==> src/rtl/video_tint_pkg.sv <==
// Shared types and helpers for the video_tint output stage: the RGB gain record, the
// power-on gain table contents and mono-to-wide pixel expansion.
package video_tint_pkg;

  typedef struct packed {
    logic [7:0] r;
    logic [7:0] g;
    logic [7:0] b;
  } rgb_gain_t;

  // Index 0 is the rightmost element: white, red, green, blue.
  localparam rgb_gain_t [3:0] DEFAULT_GAINS = {24'h0000FF, 24'h00FF00, 24'hFF0000, 24'hFFFFFF};

  localparam int unsigned MAX_PX_W = 32;

  function automatic rgb_gain_t default_gain(input int unsigned idx);
    if (idx < 4) begin
      return DEFAULT_GAINS[idx[1:0]];
    end
    return 24'hFFFFFF;
  endfunction

  // Widen by replicating the MSBs into the new low bits; assumes out_w <= 2*in_w.
  function automatic logic [MAX_PX_W-1:0] expand_px(input logic [MAX_PX_W-1:0] px,
                                                    input int unsigned in_w,
                                                    input int unsigned out_w);
    logic [MAX_PX_W-1:0] res;
    res = '0;
    for (int unsigned i = 0; i < MAX_PX_W; i++) begin
      if (i < out_w) begin
        res[out_w-1-i] = px[in_w-1-(i % in_w)];
      end
    end
    return res;
  endfunction

endpackage

==> src/rtl/video_tint_delay.sv <==
// ce-gated shift register used to keep timing and side-band bits aligned with pixels.
module video_tint_delay #(
  parameter int unsigned Width = 1,
  parameter int unsigned Depth = 1
) (
  input  logic             clk_i,
  input  logic             rst_i,
  input  logic             ce_i,
  input  logic [Width-1:0] d_i,
  output logic [Width-1:0] q_o
);

  logic [Width-1:0] stage_q [Depth];

  always_ff @(posedge clk_i or posedge rst_i) begin
    if (rst_i) begin
      for (int i = 0; i < Depth; i++) begin
        stage_q[i] <= '0;
      end
    end else if (ce_i) begin
      stage_q[0] <= d_i;
      for (int i = 1; i < Depth; i++) begin
        stage_q[i] <= stage_q[i-1];
      end
    end
  end

  assign q_o = stage_q[Depth-1];

endmodule

==> src/rtl/video_tint.sv <==
// Frame-synchronous colour-tint output stage: mono pixel times a writable per-tint RGB gain.
// Optional scanline dimming is enabled by defining VIDEO_TINT_SCANLINE_EN.
module video_tint
  import video_tint_pkg::*;
#(
  parameter int unsigned IN_W      = 8,
  parameter int unsigned OUT_W     = 8,
  parameter int unsigned NUM_TINTS = 4,
  parameter int unsigned PIPE      = 2,
  parameter int unsigned TINT_W    = (NUM_TINTS > 1) ? $clog2(NUM_TINTS) : 1
) (
  input  logic              clk_sys,
  input  logic              reset,
  input  logic              ce_pix,
  input  logic [TINT_W-1:0] tint_sel,
  input  logic              scan_en,
  input  logic              pal_we,
  input  logic [TINT_W-1:0] pal_addr,
  input  logic [23:0]       pal_data,
  input  logic [IN_W-1:0]   video_in,
  input  logic              hblank_in,
  input  logic              vblank_in,
  input  logic              hsync_in,
  input  logic              vsync_in,
  output logic [OUT_W-1:0]  vga_r,
  output logic [OUT_W-1:0]  vga_g,
  output logic [OUT_W-1:0]  vga_b,
  output logic              vga_hs,
  output logic              vga_vs,
  output logic              vga_de
);

  rgb_gain_t         gain_q [NUM_TINTS];
  logic [TINT_W-1:0] active_tint_q, tint_req, tint_use;
  logic              vs_prev_q, vs_rise;
  logic [OUT_W-1:0]  v1_q;
  rgb_gain_t         gain1_q;
  logic              blank1, par1, px_par, scan_on;
  logic [OUT_W-1:0]  r2_q, g2_q, b2_q, r2_d, g2_d, b2_d;
  logic [MAX_PX_W-1:0] px_exp;

  logic unused_px_hi;
  assign unused_px_hi = ^px_exp[MAX_PX_W-1:OUT_W];

  function automatic logic [OUT_W-1:0] scale(input logic [OUT_W-1:0] v, input logic [7:0] g);
    logic [OUT_W+8:0] p;
    p = {9'b0, v} * {{OUT_W{1'b0}}, ({1'b0, g} + 9'd1)};
    return OUT_W'(p >> 8);
  endfunction

  // Gain table: writes are visible from the first ce_pix after the write cycle.
  always_ff @(posedge clk_sys or posedge reset) begin
    if (reset) begin
      for (int i = 0; i < NUM_TINTS; i++) begin
        gain_q[i] <= default_gain(i);
      end
    end else if (pal_we && (32'(pal_addr) < NUM_TINTS)) begin
      gain_q[pal_addr] <= rgb_gain_t'(pal_data);
    end
  end

  // The pixel at the vsync edge already uses the new tint, so the whole frame matches.
  assign vs_rise  = vsync_in & ~vs_prev_q;
  assign tint_req = (32'(tint_sel) < NUM_TINTS) ? tint_sel : '0;
  assign tint_use = vs_rise ? tint_req : active_tint_q;
  assign px_exp   = expand_px(32'(video_in), IN_W, OUT_W);

`ifdef VIDEO_TINT_SCANLINE_EN
  logic hs_prev_q, parity_q, parity_d, hs_rise;

  assign hs_rise = hsync_in & ~hs_prev_q;

  always_comb begin
    parity_d = parity_q;
    if (vs_rise) begin
      parity_d = 1'b0;
    end else if (hs_rise) begin
      parity_d = ~parity_q;
    end
  end

  always_ff @(posedge clk_sys or posedge reset) begin
    if (reset) begin
      hs_prev_q <= 1'b0;
      parity_q  <= 1'b0;
    end else if (ce_pix) begin
      hs_prev_q <= hsync_in;
      parity_q  <= parity_d;
    end
  end

  assign px_par  = parity_d;
  assign scan_on = scan_en;
`else
  logic unused_scan_en;
  assign unused_scan_en = scan_en;
  assign px_par         = 1'b0;
  assign scan_on        = 1'b0;
`endif

  video_tint_delay #(
    .Width(2),
    .Depth(1)
  ) u_side_dly (
    .clk_i(clk_sys),
    .rst_i(reset),
    .ce_i (ce_pix),
    .d_i  ({hblank_in | vblank_in, px_par}),
    .q_o  ({blank1, par1})
  );

  always_comb begin
    r2_d = scale(v1_q, gain1_q.r);
    g2_d = scale(v1_q, gain1_q.g);
    b2_d = scale(v1_q, gain1_q.b);
    if (scan_on && par1) begin
      r2_d = r2_d >> 1;
      g2_d = g2_d >> 1;
      b2_d = b2_d >> 1;
    end
    if (blank1) begin
      r2_d = '0;
      g2_d = '0;
      b2_d = '0;
    end
  end

  always_ff @(posedge clk_sys or posedge reset) begin
    if (reset) begin
      active_tint_q <= '0;
      vs_prev_q     <= 1'b0;
      v1_q          <= '0;
      gain1_q       <= '0;
      r2_q          <= '0;
      g2_q          <= '0;
      b2_q          <= '0;
    end else if (ce_pix) begin
      vs_prev_q     <= vsync_in;
      active_tint_q <= tint_use;
      v1_q          <= px_exp[OUT_W-1:0];
      gain1_q       <= gain_q[tint_use];
      r2_q          <= r2_d;
      g2_q          <= g2_d;
      b2_q          <= b2_d;
    end
  end

  generate
    if (PIPE > 2) begin : g_tail
      video_tint_delay #(
        .Width(3 * OUT_W),
        .Depth(PIPE - 2)
      ) u_px_dly (
        .clk_i(clk_sys),
        .rst_i(reset),
        .ce_i (ce_pix),
        .d_i  ({r2_q, g2_q, b2_q}),
        .q_o  ({vga_r, vga_g, vga_b})
      );
    end else begin : g_no_tail
      assign vga_r = r2_q;
      assign vga_g = g2_q;
      assign vga_b = b2_q;
    end
  endgenerate

  video_tint_delay #(
    .Width(3),
    .Depth(PIPE)
  ) u_sync_dly (
    .clk_i(clk_sys),
    .rst_i(reset),
    .ce_i (ce_pix),
    .d_i  ({hsync_in, vsync_in, ~(hblank_in | vblank_in)}),
    .q_o  ({vga_hs, vga_vs, vga_de})
  );

endmodule

==> config.mk <==
export PLATFORM = sky130hd
export DESIGN_NAME = video_tint
export DESIGN_NICKNAME = d
export VERILOG_FILES = /design/src/rtl/video_tint_pkg.sv /design/src/rtl/video_tint_delay.sv /design/src/rtl/video_tint.sv
export SDC_FILE = /design/constraint.sdc
export NUM_CORES = 1
export LEC_CHECK = 0
export CORE_ASPECT_RATIO = 0.5
export CORE_MARGIN = 1.5
export CORE_UTILIZATION = 25
export CTS_CLUSTER_DIAMETER = 40
export DETAILED_ROUTE_END_ITERATION = 6
export PLACE_DENSITY = 0.43
export SLEW_MARGIN = 25
export SYNTH_ARGS = -nofsm -noshare
export SYNTH_HDL_FRONTEND = slang
export SYNTH_SLANG_ARGS = --single-unit
==> constraint.sdc <==
create_clock -name clk_sys -period 5.1 [get_ports clk_sys]
set_input_delay 1.02 -clock clk_sys [delete_from_list [all_inputs] [get_ports clk_sys]]
set_output_delay 1.02 -clock clk_sys [all_outputs]
set_load 0.05 [all_outputs]
; ---- After elaboration in Yosys (flattened, before gate mapping)
; Cells that the tools add are included.
[word_totals]
regBits = 162
inputBits = 45
out_inout_bits = 27
[op_classes]
mux = 10
mul = 3
add_sub_neg = 3
magnitude_cmp = 3
bitwise = 6
reduce_logical = 1
[op_table]
columns = cell, n
row1 = $bwmux W96, 1
row2 = $mux W24, 3
row3 = $bmux W24 S2, 1
row4 = $demux W24 S2, 1
row5 = $mul A8 B9 Y16, 3
row6 = $add A8 B1 Y9 const B, 3
row7 = $mux W8, 3
row8 = $ge A3 B3 Y1 const B, 2
row9 = $not A2 Y3, 2
row10 = $lt A3 B1 Y1 const B, 1
row11 = $mux W2, 1
row12 = $not A1 Y1, 2
row13 = $and A1 B1 Y1, 1
row14 = $logic_and A1 B1 Y1, 1
row15 = $or A1 B1 Y1, 1

; ---- Longest topological paths before layout
[depth]
ltp_word = 7
depth_mapped = 19

; ---- Hierarchy
; Synthesis repeated with hierarchy kept, for this count alone.
[unflattened]
cells_unflattened = 1157
hier_area_um2 = 13515.5
[modules_own_cells]
columns = module, cells_per_inst, area_per_inst_um2, n_inst
row1 = video_tint, 1135, 13161.4, 1
row2 = video_tint_delay at u_sync_dly, 17, 277.8, 1
row3 = video_tint_delay at u_side_dly, 5, 76.3, 1

; ---- Worst setup path after synthesis
; OpenSTA, ideal clock, no wires.
[synth_timing]
path_kind = register to register
startpoint = register gain1_q[17] (netlist bit)
endpoint = register r2_q[7] (netlist: vga_r[7])
stages_incl_launch_ff = 19
n_path_buf = 0
slack_ns = 0.129
arrival_time_ns = 4.850
t_required_ns = 4.979
setup_time_ns = 0.121
cell_sequence = dfrtp_1 -> ha_1 -> nand2_1 -> nor2_1 -> xnor2_1 -> nor2b_1 -> fa_1 -> fa_1 -> fa_1 -> inv_1 -> fa_1 -> inv_1 -> ha_1 -> and2_1 -> a2111oi_0 -> o211ai_1 -> a31oi_1 -> xor2_1 -> a22o_1
[synth_via]
elab_chain_cells = 3
[synth_rtl]
columns = item, line_no
row1 = "start, declared", video_tint.sv:37  ; rgb_gain_t gain1_q;
row2 = "start signal, assigned", video_tint.sv:141  ; gain1_q <= gain_q[tint_use];
row3 = $add A8 B1 Y9, video_tint.sv:47  ; p = {9'b0, v} * {{OUT_W{1'b0}}, ({1'b0, g} + 9'd1)};
row4 = $mul A8 B9 Y16, video_tint.sv:47
row5 = $mux W8, video_tint.sv:121  ; if (blank1) begin
row6 = "end signal, assigned", video_tint.sv:142  ; r2_q <= r2_d;
row7 = "end, declared", video_tint.sv:39  ; logic [OUT_W-1:0] r2_q, g2_q, b2_q, r2_d, g2_d, b2_d;
; Every way passes these cells.
; A chain may end at the register's enable or synchronous reset.

; ---- Worst setup path in the final report
[layout_timing]
startpoint = register gain1_q[16] (netlist bit)
endpoint = register r2_q[7] (netlist: vga_r[7])
; Same word-level chain as after synthesis.

==> flow_summary.json <==
{
  "grt_first_pass_wirelength_um": 53830,
  "synthFlopType": "sky130_fd_sc_hd__dfrtp_1",
  "grt_antenna_before_repair": 0,
  "startpoint_type": "flip-flop",
  "yosysUniqueCellTypes": 57,
  "cp_data_required_time_ns": 5.42,
  "area.growth.synth_to_final_pct": 24.37,
  "port_buffers": 70,
  "async_reset_ff_frac": 1.000,
  "path_max_fanout": 4,
  "grt-ovfl-total": 0,
  "timing.final.crit_share": 0.9725,
  "die_h_um": 166.4,
  "io-pin-count": 72,
  "drt.antenna.violating_nets": 0,
  "detail_route.first_pass.iterations": 4,
  "synth_warnings": 0,
  "design.core.area_sq_um": 52340,
  "die_width_um": 329.7,
  "pin_count_of_the_biggest_net_entering_global_routing": 89,
  "timing.critical_path.mode_cell": "sky130_fd_sc_hd__fa_1",
  "ys_seq_elements": 161,
  "globalplace.congestion": 0.8028,
  "min_period_ns": 4.960,
  "rsz0062_at_grt": "true",
  "headroom_to_the_max_slew_limit": 0.3998,
  "final_layout_size_suffix_gt1_frac": 0.3179,
  "slew_violations": 0,
  "cts-hold-fix-buffers": 0,
  "detail_route.wl_per_cell_um": 16.07,
  "hold_path.class": "flip-flop to flip-flop",
  "vias": 8876,
  "grtUsageTotal": 0.1244,
  "grt_pass1_vias": 9693,
  "synth_enable_flop_cells": 0,
  "crit_path_cell_trace": "ha_4 > nand2_2 > nor2_4 > buf_4 > and3_4 > and2_4 > fa_1 > fa_1 > fa_1 > inv_1 > fa_1 > inv_2 > ha_4 > a21o_1 > a2111oi_4 > o211ai_1 > a31oi_1 > xor2_1 > a22o_1",
  "synthDominantCellAreaShare": 0.2119,
  "tritoncts.num_buffers": 17,
  "cts_num_sinks": 161,
  "cts_tree": "built",
  "path_delay_family": "adder cells",
  "cp-endpoint": "vga_r[7]$_DFFE_PP0P_",
  "crit_path_top_delay_cell": "sky130_fd_sc_hd__fa_1",
  "post-dp-hpwl_um": 24380,
  "design.die.area_sq_um": 54860,
  "timing.critical_path.buf_inv": 3,
  "via_per_inst": 4.394,
  "layout_commonest_cell": "sky130_fd_sc_hd__mux2_2",
  "clockBufferDepth": 2,
  "clkSlewWorstSetupHoldPaths_ns": 0.07,
  "synthCells": 1147,
  "floorplan.initialDensity": 0.2550,
  "reg2reg_slack_ns": 0.14,
  "worstMarginPinSlew_ns": 0.8993,
  "clk_latency_ns": 0.45,
  "crit_cells": 19,
  "synth_area_leaders": "sky130_fd_sc_hd__dfrtp_1 21%, sky130_fd_sc_hd__fa_1 18%, sky130_fd_sc_hd__mux2_2 11%",
  "post-route-drc-count": 0,
  "synth.yosys.seq_area_share": 0.3064,
  "average_cell_area_after_synthesis_sq_um": 11.63,
  "commonest_cells_after_routing_fill_and_taps_aside": "134 x sky130_fd_sc_hd__mux2_2, 132 x sky130_fd_sc_hd__inv_1, 115 x sky130_fd_sc_hd__fa_1, 110 x sky130_fd_sc_hd__dfrtp_1, 104 x sky130_fd_sc_hd__buf_4",
  "nets": 1569,
  "criticalPathCategory": "flip-flop to flip-flop",
  "detail_route.iter0.violations": 436,
  "synthesis.area_sq_um": 13340,
  "crit_path_end_kind": "flip-flop",
  "syn-num-nets": 1411,
  "wirelength_um": 32470,
  "r2r.worst_path.cells": 19,
  "drv.max_cap_violation_count": 0,
  "report.final.hold_viol_count": 0,
  "timing.clock.skew_ns": 0.02102,
  "ctsRootBufferMaster": "sky130_fd_sc_hd__clkbuf_16",
  "worstReg2RegEnd": "vga_r[7]$_DFFE_PP0P_",
  "synth_largest_area_cell": "sky130_fd_sc_hd__dfrtp_1",
  "critPathLaunch": "gain1_q[16]$_DFFE_PP0P_",
  "ctsHtreeMaxLevel": 4,
  "setup_viol": 0,
  "critPathArrivalTime_ns": 5.28,
  "result_of_the_run": "finished clean",
  "rows": 59,
  "r2r_start": "gain1_q[16]$_DFFE_PP0P_",
  "clock.fmax_ghz": 0.2016,
  "slowest_delay_ns": 0.52,
  "holdWs_ns": 0.4919
}
[registers in the layout (all words and copies together), names as in the netlist, 2 cells and up]
name,count
u_sync_dly.stage_q,3
gain1_q,24
vga_r,8
u_sync_dly.q_o,3
v1_q,8
vga_b,8
active_tint_q,2
gain_q,96
vga_g,8
[synthesized netlist by cell type (10+ instances only)]
cell type and instances:
sky130_fd_sc_hd__a21o_1 10, sky130_fd_sc_hd__a21oi_1 16, sky130_fd_sc_hd__a22o_1 15, sky130_fd_sc_hd__and2_1 61, sky130_fd_sc_hd__clkbuf_1 32, sky130_fd_sc_hd__dfrtp_1 113, sky130_fd_sc_hd__dfstp_2 48, sky130_fd_sc_hd__fa_1 120
sky130_fd_sc_hd__ha_1 99, sky130_fd_sc_hd__inv_1 136, sky130_fd_sc_hd__mux2_2 134, sky130_fd_sc_hd__mux4_2 19, sky130_fd_sc_hd__nand2_1 28, sky130_fd_sc_hd__nand2b_1 30, sky130_fd_sc_hd__nand3_1 21, sky130_fd_sc_hd__nor2_1 13
sky130_fd_sc_hd__nor2b_1 106, sky130_fd_sc_hd__o21ai_0 12, sky130_fd_sc_hd__xnor2_1 25, sky130_fd_sc_hd__xor2_1 23
[worst min path at each step]
stage | start | cells past startpoint | end
4_1_cts | vga_r[6]$_DFFE_PP0P_ | 2 | vga_r[6]$_DFFE_PP0P_
3_5_place_dp | vga_g[0]$_DFFE_PP0P_ | 2 | vga_g[0]$_DFFE_PP0P_
2_1_floorplan | gain_q[55]$_DFFE_PP0P_ | 1 | gain_q[55]$_DFFE_PP0P_
5_1_grt | vga_r[1]$_DFFE_PP0P_ | 1 | vga_r[1]$_DFFE_PP0P_
6_report | vga_r[6]$_DFFE_PP0P_ | 2 | vga_r[6]$_DFFE_PP0P_
3_3_place_gp | vga_r[2]$_DFFE_PP0P_ | 1 | vga_r[2]$_DFFE_PP0P_
[area by class of cell]
cell class / instances / area [sq um]
Fill cell: 5251 / 35740
Clock buffer: 19 / 452.9
Sequential cell: 161 / 4093
Tap cell: 701 / 877.1
Antenna cell: 1 / 2.502
Timing Repair Buffer: 180 / 1562
Inverter: 137 / 518.0
Multi-Input combinational cell: 808 / 8952
Clock inverter: 13 / 138.9
[metrics by stage]
step           cells  setup WS, ns    util  area (sq um)  setup TNS, ns
2_1_floorplan   1147        0.1295       -         13350              0
3_3_place_gp    1974       -0.2478  0.2961         15500        -0.4505
3_5_place_dp    1974       -0.4048  0.2961         15500        -0.8424
4_1_cts         2008     -0.003909  0.3097         16210      -0.003909
5_1_grt         2019      -0.09841  0.3170         16590        -0.1051
6_report        2020        0.1402  0.3171         16600              0
[worst register-to-register path: stages, from the launching register on]
cell and delay, ns:
sky130_fd_sc_hd__dfrtp_2 0.44, sky130_fd_sc_hd__ha_4 0.18, sky130_fd_sc_hd__nand2_2 0.08, sky130_fd_sc_hd__nor2_4 0.05
sky130_fd_sc_hd__buf_4 0.13, sky130_fd_sc_hd__and3_4 0.17, sky130_fd_sc_hd__and2_4 0.15, sky130_fd_sc_hd__fa_1 0.52
sky130_fd_sc_hd__fa_1 0.44, sky130_fd_sc_hd__fa_1 0.49, sky130_fd_sc_hd__inv_1 0.05, sky130_fd_sc_hd__fa_1 0.51
sky130_fd_sc_hd__inv_2 0.05, sky130_fd_sc_hd__ha_4 0.21, sky130_fd_sc_hd__a21o_1 0.22, sky130_fd_sc_hd__a2111oi_4 0.36
sky130_fd_sc_hd__o211ai_1 0.24, sky130_fd_sc_hd__a31oi_1 0.28, sky130_fd_sc_hd__xor2_1 0.10, sky130_fd_sc_hd__a22o_1 0.18
[kinds of logic after synthesis]
kind of cell,share of synthesized area
adders and majority gates,0.2729
and+or+nand+nor,0.1307
AOI/OAI and AO/OA,0.04763
buffers and inverters,0.05251
xor gates and xnor gates,0.03150
DFF,0.3064
muxes,0.1584
[timing repair]
action,CTS,global route
buffers inserted,2,11
pin swaps,6,43
endpoints found under the setup margin,6,15
resized for setup,19,63
[metal layers]
layer | wire [um] | vias to the layer above | global-route usage
li1 | - | 4146 | -
met1 | 15780 | 4639 | 0.1719
met2 | 15720 | 72 | 0.2055
met3 | 653 | 19 | 0.01696
met4 | 320 | 0 | 0.02872
met5 | 0 | - | 0
Power is left out: the tool's default activity adds up to more than one toggle a clock period on the data nets, which glitch-free logic cannot reach.
